===== config.mk =====
export PLATFORM = sky130hd
export DESIGN_NAME = rat_reduce
export DESIGN_NICKNAME = d
export VERILOG_FILES = /design/src/rtl/rat_pkg.sv /design/src/rtl/rat_divu.sv /design/src/rtl/rat_reduce.sv
export SDC_FILE = /design/constraint.sdc
export NUM_CORES = 1
export LEC_CHECK = 0
export ABC_AREA = 1
export BUFFER_PORTS_ARGS = -buffer_cell sky130_fd_sc_hd__buf_2
export CORE_UTILIZATION = 31
export DETAILED_ROUTE_END_ITERATION = 8
export SYNTH_ARGS = -nofsm -noshare
export SYNTH_HDL_FRONTEND = slang
export SYNTH_SLANG_ARGS = --single-unit

===== constraint.sdc =====
create_clock -name clk -period 26.5 [get_ports clk]
set_clock_uncertainty 0.05 [all_clocks]
set_input_delay 7.95 -clock clk [delete_from_list [all_inputs] [get_ports clk]]
set_output_delay 7.95 -clock clk [all_outputs]
set_load 0.03 [all_outputs]

===== src/rtl/rat_pkg.sv =====
// Shared definitions for the rational arithmetic blocks: state encoding,
// default operand width and the width of the common-power-of-two counter.
package rat_pkg;

    localparam int RAT_WIDTH = 32;

    typedef enum logic [2:0] {
        RAT_IDLE = 3'd0,
        RAT_TWOS = 3'd1,
        RAT_GCD  = 3'd2,
        RAT_DIV  = 3'd3,
        RAT_OUT  = 3'd4
    } rat_reduce_state_t;

    // k counts shared factors of two, which can reach WIDTH-1.
    function automatic int RAT_KW(input int width);
        return $clog2(width) + 1;
    endfunction

endpackage


===== src/rtl/rat_divu.sv =====
// Sequential restoring unsigned divider: one quotient bit per cycle,
// WIDTH iterations after start, then a single-cycle done pulse.
module rat_divu
    import rat_pkg::*;
#(
    parameter int WIDTH = RAT_WIDTH
) (
    input  logic             clk,
    input  logic             rst,
    input  logic             start,
    input  logic [WIDTH-1:0] dividend,
    input  logic [WIDTH-1:0] divisor,
    output logic [WIDTH-1:0] quotient,
    output logic [WIDTH-1:0] remainder,
    output logic             done
);

    localparam int CW = $clog2(WIDTH + 1);
    localparam logic [CW-1:0] CNT_INIT = CW'(WIDTH);
    localparam logic [CW-1:0] CNT_ONE  = CW'(1);

    logic [WIDTH-1:0] rem_q, rem_d;
    logic [WIDTH-1:0] quo_q, quo_d;
    logic [WIDTH-1:0] dvs_q, dvs_d;
    logic [CW-1:0]    cnt_q, cnt_d;
    logic             busy_q, busy_d;
    logic             done_q, done_d;
    logic [WIDTH:0]   shifted;
    logic [WIDTH:0]   diff;

    // The quotient register doubles as the dividend shift register.
    assign shifted = {rem_q, quo_q[WIDTH-1]};
    assign diff    = shifted - {1'b0, dvs_q};

    always_comb begin
        rem_d  = rem_q;
        quo_d  = quo_q;
        dvs_d  = dvs_q;
        cnt_d  = cnt_q;
        busy_d = busy_q;
        done_d = 1'b0;
        if (start) begin
            rem_d  = '0;
            quo_d  = dividend;
            dvs_d  = divisor;
            cnt_d  = CNT_INIT;
            busy_d = 1'b1;
        end else if (busy_q) begin
            if (!diff[WIDTH]) begin
                rem_d = diff[WIDTH-1:0];
                quo_d = {quo_q[WIDTH-2:0], 1'b1};
            end else begin
                rem_d = shifted[WIDTH-1:0];
                quo_d = {quo_q[WIDTH-2:0], 1'b0};
            end
            cnt_d = cnt_q - CNT_ONE;
            if (cnt_q == CNT_ONE) begin
                busy_d = 1'b0;
                done_d = 1'b1;
            end
        end
    end

    always_ff @(posedge clk or posedge rst) begin
        if (rst) begin
            rem_q  <= '0;
            quo_q  <= '0;
            dvs_q  <= '0;
            cnt_q  <= '0;
            busy_q <= 1'b0;
            done_q <= 1'b0;
        end else begin
            rem_q  <= rem_d;
            quo_q  <= quo_d;
            dvs_q  <= dvs_d;
            cnt_q  <= cnt_d;
            busy_q <= busy_d;
            done_q <= done_d;
        end
    end

    assign quotient  = quo_q;
    assign remainder = rem_q;
    assign done      = done_q;

endmodule


===== src/rtl/rat_reduce.sv =====
// Reduces num/den to lowest terms: binary GCD over a/b with k shared twos,
// then divides both terms by g = a<<k. Valid/ready on both sides.
module rat_reduce
    import rat_pkg::*;
#(
    parameter int WIDTH = RAT_WIDTH
) (
    input  logic             clk,
    input  logic             rst,
    input  logic             in_valid,
    output logic             in_ready,
    input  logic [WIDTH-1:0] in_num,
    input  logic [WIDTH-1:0] in_den,
    output logic             out_valid,
    input  logic             out_ready,
    output logic [WIDTH-1:0] out_num,
    output logic [WIDTH-1:0] out_den,
    output logic             out_err
);

    localparam int KW = RAT_KW(WIDTH);
    localparam logic [2:0] S_IDLE = RAT_IDLE;
    localparam logic [2:0] S_TWOS = RAT_TWOS;
    localparam logic [2:0] S_GCD  = RAT_GCD;
    localparam logic [2:0] S_DIV  = RAT_DIV;
    localparam logic [2:0] S_OUT  = RAT_OUT;
    localparam logic [WIDTH-1:0] ONE   = WIDTH'(1);
    localparam logic [KW-1:0]    K_ONE = KW'(1);

    logic [2:0]       state_q, state_d;
    logic [WIDTH-1:0] n0_q, n0_d, d0_q, d0_d;
    logic [WIDTH-1:0] a_q, a_d, b_q, b_d;
    logic [KW-1:0]    k_q, k_d;
    logic             in_ready_q, in_ready_d;
    logic             out_valid_q, out_valid_d;
    logic [WIDTH-1:0] out_num_q, out_num_d, out_den_q, out_den_d;
    logic             out_err_q, out_err_d;
    logic [WIDTH-1:0] g_sh;
    logic             div_start;
    logic [WIDTH-1:0] num_quo, num_rem, den_quo, den_rem;
    logic             num_done, den_done;

    assign g_sh = a_q << k_q;

    always_comb begin
        state_d     = state_q;
        n0_d        = n0_q;
        d0_d        = d0_q;
        a_d         = a_q;
        b_d         = b_q;
        k_d         = k_q;
        out_valid_d = out_valid_q;
        out_num_d   = out_num_q;
        out_den_d   = out_den_q;
        out_err_d   = out_err_q;
        div_start   = 1'b0;
        case (state_q)
            S_IDLE: begin
                if (in_valid && in_ready_q) begin
                    n0_d = in_num;
                    d0_d = in_den;
                    a_d  = in_num;
                    b_d  = in_den;
                    k_d  = '0;
                    if (in_den == '0) begin
                        out_num_d   = in_num;
                        out_den_d   = in_den;
                        out_err_d   = 1'b1;
                        out_valid_d = 1'b1;
                        state_d     = S_OUT;
                    end else if (in_num == '0) begin
                        out_num_d   = '0;
                        out_den_d   = ONE;
                        out_err_d   = 1'b0;
                        out_valid_d = 1'b1;
                        state_d     = S_OUT;
                    end else begin
                        state_d = S_TWOS;
                    end
                end
            end
            S_TWOS: begin
                if (!a_q[0] && !b_q[0]) begin
                    a_d = a_q >> 1;
                    b_d = b_q >> 1;
                    k_d = k_q + K_ONE;
                end else begin
                    state_d = S_GCD;
                end
            end
            S_GCD: begin
                if (a_q == b_q) begin
                    // Already coprime: the original terms are the answer.
                    if (g_sh == ONE) begin
                        out_num_d   = n0_q;
                        out_den_d   = d0_q;
                        out_err_d   = 1'b0;
                        out_valid_d = 1'b1;
                        state_d     = S_OUT;
                    end else begin
                        div_start = 1'b1;
                        state_d   = S_DIV;
                    end
                end else if (!a_q[0]) begin
                    a_d = a_q >> 1;
                end else if (!b_q[0]) begin
                    b_d = b_q >> 1;
                end else if (a_q > b_q) begin
                    a_d = a_q - b_q;
                end else begin
                    b_d = b_q - a_q;
                end
            end
            S_DIV: begin
                // Both dividers start together and finish on the same cycle.
                if (num_done && den_done) begin
                    out_num_d   = num_quo;
                    out_den_d   = den_quo;
                    out_err_d   = (num_rem != '0) || (den_rem != '0);
                    out_valid_d = 1'b1;
                    state_d     = S_OUT;
                end
            end
            S_OUT: begin
                if (out_ready) begin
                    out_valid_d = 1'b0;
                    state_d     = S_IDLE;
                end
            end
            default: state_d = S_IDLE;
        endcase
        in_ready_d = (state_d == S_IDLE);
    end

    always_ff @(posedge clk or posedge rst) begin
        if (rst) begin
            state_q     <= S_IDLE;
            n0_q        <= '0;
            d0_q        <= '0;
            a_q         <= '0;
            b_q         <= '0;
            k_q         <= '0;
            in_ready_q  <= 1'b0;
            out_valid_q <= 1'b0;
            out_num_q   <= '0;
            out_den_q   <= '0;
            out_err_q   <= 1'b0;
        end else begin
            state_q     <= state_d;
            n0_q        <= n0_d;
            d0_q        <= d0_d;
            a_q         <= a_d;
            b_q         <= b_d;
            k_q         <= k_d;
            in_ready_q  <= in_ready_d;
            out_valid_q <= out_valid_d;
            out_num_q   <= out_num_d;
            out_den_q   <= out_den_d;
            out_err_q   <= out_err_d;
        end
    end

    rat_divu #(.WIDTH(WIDTH)) u_div_num (
        .clk       (clk),
        .rst       (rst),
        .start     (div_start),
        .dividend  (n0_q),
        .divisor   (g_sh),
        .quotient  (num_quo),
        .remainder (num_rem),
        .done      (num_done)
    );

    rat_divu #(.WIDTH(WIDTH)) u_div_den (
        .clk       (clk),
        .rst       (rst),
        .start     (div_start),
        .dividend  (d0_q),
        .divisor   (g_sh),
        .quotient  (den_quo),
        .remainder (den_rem),
        .done      (den_done)
    );

    assign in_ready  = in_ready_q;
    assign out_valid = out_valid_q;
    assign out_num   = out_num_q;
    assign out_den   = out_den_q;
    assign out_err   = out_err_q;

endmodule


======== After elaboration in Yosys (flattened, before gate mapping) ========
Cells that the tools add are included.
storage, ports and cells
  bits in registers ....................... 380
  input port bits ......................... 68
  logic and storage cells ................. 165
cells by class
  add/sub/neg operators ................... 7
  magnitude comparators ................... 1
  equality and inequality tests ........... 20
  shift operators ......................... 1
  multiplexer cells ....................... 86
  reduce and logical (&&, ||, !) cells .... 26
operators with widths
  kind                 count
  $mux 32              34
  $pmux 32 s3          4
  $sub 33x32->33       2
  $logic_not 32->1     2
  $reduce_bool 32->1   2
  $sub 32x32->32       2
  $mux 6               6
  $eq 32x1->1 const B  1
  $eq 32x32->1         1
  $gt 32x32->1         1
  $shl 32x6->32        1
  $mux 1               30
  $mux 3               8
  $reduce_and 6->1     3
  $ne 2x2->1 const B   8
  $pmux 3 s5           1
  $eq 6x1->1 const B   2
  $ne 3x3->1 const B   4
  $pmux 6 s2           1
  $sub 6x1->6 const B  2
  $reduce_and 7->1     1
  $add 6x1->6 const B  1
  $eq 3x2->1 const B   2
  $logic_not 3->1      2
  14 further kinds     20

======== Depth between registers and ports, before layout ========
  depth in word-level cells ............... 6
  mapped depth ............................ 20

======== By module ========
A second synthesis with hierarchy kept.
second synthesis, totals
  cells, all modules ...................... 4,647
  area total of the unflattened synthesis .. 30,603.1 µm²
modules (own cells, without submodules)
  module      times used  cells each  area an instance (µm²)  sequential area each (µm²)
  rat_reduce  1           2,485       16,374.5                5,104.9
  rat_divu    2           1,081       7,114.3                 2,602.5

======== Worst setup path before layout ========
No wires, ideal clock.
  path kind ............................... input port to flip-flop
  start ................................... input in_den[24]
  end ..................................... register out_den_q[0], in the netlist out_den[0]
  library setup time ...................... 117 ps
  arrival time ............................ 9,360 ps
  path slack .............................. 16,973 ps
  stages .................................. 9
  buffers on the path ..................... 2
  cells stage by stage .................... nor4_1 nand4_1 or2_2 nand2_1 a21oi_1 clkbuf_1 clkbuf_1 nand3_1 nand2_1
on the way
  cells in the longest elaborated chain, start to end .. 4
  elaborated cells on any way between the ends .. 6
RTL lines
  element                 line               source
  start: declaration      rat_reduce.sv:13   input logic [WIDTH-1:0] in_den,
  $logic_not 32->1 (*)    rat_reduce.sv:65   if (in_den == '0) begin
  $mux 32                 rat_reduce.sv:65
  $mux 32                 rat_reduce.sv:59   if (in_valid && in_ready_q) begin
  $pmux 32 s3             rat_reduce.sv:57   case (state_q)
  end signal: assignment  rat_reduce.sv:158  out_den_q <= out_den_d;
  end: declaration        rat_reduce.sv:36   logic [WIDTH-1:0] out_num_q, out_num_d, out_den_q, out_den_d;
Mark *: on every way between the ends. The rest lies on a longest branch, timed or not. The select of a mux whose other input is x is not followed.
A chain may end at the register's enable or synchronous reset.

======== Final worst setup path ========
  start ................................... input in_den[1]
  end ..................................... register out_num_q[14], in the netlist out_num[14]
on the way
  cells in the longest elaborated chain, start to end .. 4
  elaborated cells on any way between the ends .. 6
RTL lines
  element                 line               source
  $logic_not 32->1 (*)    rat_reduce.sv:65
  $mux 32                 rat_reduce.sv:65
  $mux 32                 rat_reduce.sv:59
  $pmux 32 s3             rat_reduce.sv:57
  end signal: assignment  rat_reduce.sv:157  out_num_q <= out_num_d;
  end: declaration        rat_reduce.sv:36
Marked as above.

==> summary.md <==
| Metric | Value |
|---|---|
| Critical path data required time | `26.97 ns` |
| Number of flops mapped to enable cells by yosys | `0` |
| Average wire per cell in the routed design | `21.0 um` |
| DIE AREA | `90400 sq um` |
| Ys flop type | `sky130_fd_sc_hd__dfrtp_1` |
| Via count of the first global-routing pass | `27431` |
| Final #Nets | `4217` |
| Launching instance or port of the critical path | `in_den[1]` |
| Crit. End Element | `register` |
| Max rail drop VDD | `0.0682 mV` |
| Critical path peak fanout | `33` |
| Clk buf depth | `3` |
| Total number of vias | `28412` |
| Total number of clock tree sinks | `380` |
| DR iter-0 viols | `2775` |
| Count of instances resized after the clock tree is built | `0` |
| Post-synthesis simple-gate area fraction | `31.9%` |
| Post-Route Setup TNS | `0 ns` |
| Synthesized-area fraction occupied by ao, oa, aoi and oai cells | `15.4%` |
| Clock slew at reported path FFs | `0.06 ns` |
| Number of antenna diodes | `0` |
| Total core area | `88400 sq um` |
| Share of the core filled with cells in the final layout | `34.8%` |
| Overflow left after global routing | `0` |
| Yosys warning total | `0` |
| Synth Net Count | `4219` |
| Main combinational cell family by area after synthesis | `simple AND/OR/NAND/NOR gates` |
| Detailed-routing iteration count for the pre-antenna-repair pass | `8` |
| Shortest period the worst path allows | `10.32 ns` |
| Area growth from synthesis to layout | `11.1%` |
| Number of buffers inserted during clock tree synthesis | `47` |
| Leak pwr | `15.3 nW` |
| Number of violations of the max-capacitance limit | `0` |
| Source of the worst register-to-register timing path | `k_q[3]` |
| Clock power frac | `20.1%` |
| Sequential fraction of design power | `25.0%` |
| Arithmetic-cell share of the synthesized area counting full adders, half adders and majority gates | `6.35%` |
| Hold bufs inserted after CTS | `0` |
| Row count | `109` |
| Crit path launch type | `primary input` |
| Final cycle utilization of the critical path | `38.9%` |
| Post-Syn Area per Cell | `6.89 sq um` |
| Internal power component | `0.00161 W` |
| Setup repair after global routing missed its margin | `false` |
| Maximum number of pins on one net before global-route repair | `222` |
| Sequential standard cell area | `9510 sq um` |
| Mux contribution to synthesized area | `0%` |
| Final routed wirelength across all metal layers | `109 mm` |
| Sequential share of the synthesized area | `34.4%` |
| TritonCTS clock tree | `yes` |
| Post-route DRC violation count | `0` |
| Layout cell share with drive strength beyond 1 | `6.84%` |
| # port buffers | `134` |
| Height of the chip | `301 um` |
| HPWL after detailed placement | `81.7 mm` |
| Combinational share of power | `54.8%` |
| Final ANT Viol Nets | `0` |
| Effective utilization at floorplan | `31.3%` |
| Data arrival, critical path | `10.79 ns` |
| Worst-Skew Late Latency | `0.62 ns` |
| Gp weighted congestion | `0.964` |
| Asr flop ratio synth | `100%` |
| Cell count after synthesis | `4013` |
| Area of the multi-input gates | `15800 sq um` |
| Number of slew-limit violations in the final report | `0` |
| Hold Vio Cnt, Final | `0` |
| Type of the worst setup path | `primary input to register` |
| Count of boundary I/O pins | `135` |
| Xor/xnor share of the synthesized area | `3.39%` |
| Power density of the placed cells | `108 nW/um^2` |
| Result of the run | `complete, no violations` |
| Wire length of the first global-routing pass | `167 mm` |
| Hold wc startpoint | `d0_q[2]` |
| Net load switching power | `0.00170 W` |
| Setup fix buffers added after clock tree synthesis | `0` |
| Switching part of the total | `51.4%` |
| Least-Margin Pin Slew | `1.29 ns` |
| Library cells used by synthesis | `47` |
| Number of antenna violations at the first check in global routing | `3` |
| Total of flip-flops plus latches after synthesis | `380` |
| Type of the most critical hold path | `register to register` |
| H-tree Lvls | `2` |
| Peak clock frequency supported by timing | `96.9 MHz` |
| Overall routing resource usage | `23.9%` |
| Floorplan die width | `301 um` |
| Worst relative slew slack | `13.9%` |
| Mapped Area | `27700 sq um` |
| Count of final setup violators | `0` |
| Root buf cell | `sky130_fd_sc_hd__clkbuf_16` |
| Fill cell instance count of the final layout | `9624` |
| Post-DR vias/cell | `5.45` |
-- stage by stage --
stage               total power [W]  cell area (sq um)  setup slack (ns)  hold WS [ns]  cells
finish                      0.00330              30700             16.18         0.433   5213
global route                0.00351              30700             16.07         0.449   5213
CTS                         0.00327              30700             16.24         0.436   5213
detailed placement          0.00260              29100             15.62         0.426   5127
global placement            0.00260              29100             15.62         0.421   5127
floorplan                   0.00200              27700              7.94         0.409   4013
-- cells in the final DEF (no fill, tap or decap), drive strengths merged, types with 6 or more instances in the layout --
master,n
nor2,262
o21a,14
inv,380
o21ai,346
a21oi,208
a21boi,6
a22o,13
nand4,36
o211ai,9
clkbuf,67
nor3,53
nand2,980
buf,162
ha,134
clkinv,17
xnor2,37
dfrtp,380
a22oi,90
nor4,30
o21bai,16
nand3,667
xor2,70
a21o,9
a31oi,9
o22ai,17
-- cell usage after synthesis (all sizes together), types with 3 or more instances --
| library cell | number | area share, % |
|---|---|---|
| inv | 377 | 5.1 |
| xnor2 | 37 | 1.2 |
| nor2 | 262 | 3.7 |
| a21oi | 208 | 3.8 |
| o21bai | 16 | 0.43 |
| a31oi | 9 | 0.20 |
| fa | 4 | 0.29 |
| o211ai | 9 | 0.24 |
| dfrtp | 380 | 34 |
| nand3b | 5 | 0.14 |
| o21ai | 346 | 6.3 |
| a22o | 13 | 0.41 |
| clkinv | 3 | 0.041 |
| a211oi | 4 | 0.11 |
| o21a | 14 | 0.38 |
| nand3 | 667 | 12 |
| or2 | 4 | 0.090 |
| buf | 99 | 1.9 |
| nor3 | 53 | 0.96 |
| nand2 | 980 | 13 |
| a22oi | 90 | 2.4 |
| o2111ai | 4 | 0.13 |
| xor2 | 70 | 2.2 |
| ha | 134 | 6.1 |
| nand4 | 36 | 0.81 |
| nor4 | 30 | 0.68 |
| o22ai | 17 | 0.38 |
| a221oi | 5 | 0.16 |
| a21boi | 6 | 0.16 |
| a21o | 9 | 0.24 |
| clkbuf | 114 | 1.6 |
-- power groups by stage --
stage | combinational, W | clock [W] | sequential, W
after floorplan | 0.00124 | 0 | 0.000763
after global placement | 0.00177 | 0 | 0.000831
after detailed placement | 0.00176 | 0 | 0.000831
after CTS | 0.00177 | 0.000676 | 0.000822
after global routing | 0.00198 | 0.000696 | 0.000836
final | 0.00181 | 0.000665 | 0.000827
-- worst max-delay path, stage by stage --
cell and delay, ns:
sky130_fd_sc_hd__buf_2 0.15, sky130_fd_sc_hd__nor4_1 0.65, sky130_fd_sc_hd__nand4_1 0.18, sky130_fd_sc_hd__or2_2 0.37, sky130_fd_sc_hd__inv_1 0.08, sky130_fd_sc_hd__nand2_1 0.73
sky130_fd_sc_hd__o21ai_0 0.48, sky130_fd_sc_hd__nand2_1 0.09, sky130_fd_sc_hd__nand2_1 0.09
-- kinds of logic (layout without fill, tap and decap cells) --
family | count (synthesis) | count (layout)
simple gates | 2043 | 2043
compound gates | 752 | 752
buf+inv | 593 | 628
flops | 380 | 380
fa+ha+maj | 138 | 138
xor+xnor | 107 | 107
-- sequential cells by signal (all words and copies together), names as in the netlist, 32 cells and up --
name,count
u_div_den.quotient,32
u_div_num.quotient,32
n0_q,32
b_q,32
u_div_den.remainder,32
u_div_num.remainder,32
u_div_num.dvs_q,32
out_num,32
out_den,32
d0_q,32
a_q,32
-- per-layer routing --
layer,part of all wire (%),GRT usage (%)
met4,2.6,6.56
met1,45,33.8
met5,0.043,0
met2,44,37.0
met3,8.1,4.31
-- area by class of cell --
cell class | instances | share of cell area (%)
Multi-Input combinational cell | 3040 | 51.5
Tap cell | 1165 | 4.75
Sequential cell | 380 | 31.0
Clock inverter | 19 | 0.701
Inverter | 380 | 4.67
Clock buffer | 67 | 4.43
Timing Repair Buffer | 162 | 2.95
-- path summary, 6_finish.rpt --
path | cells past startpoint | to | slack [ns]
setup / recovery | 9 | out_num[14] | 16.18
hold / removal | 2 | u_div_den.quotient[2] | 0.43
setup reg to reg | 11 | u_div_num.remainder[1] | 20.87
hold reg to reg | 2 | u_div_den.quotient[2] | 0.43
max in group asynchronous | 4 | u_div_num.quotient[11] | 16.67
min in group asynchronous | 2 | out_den[8] | 7.41
Note: power is estimated with default switching activity, not from simulation.
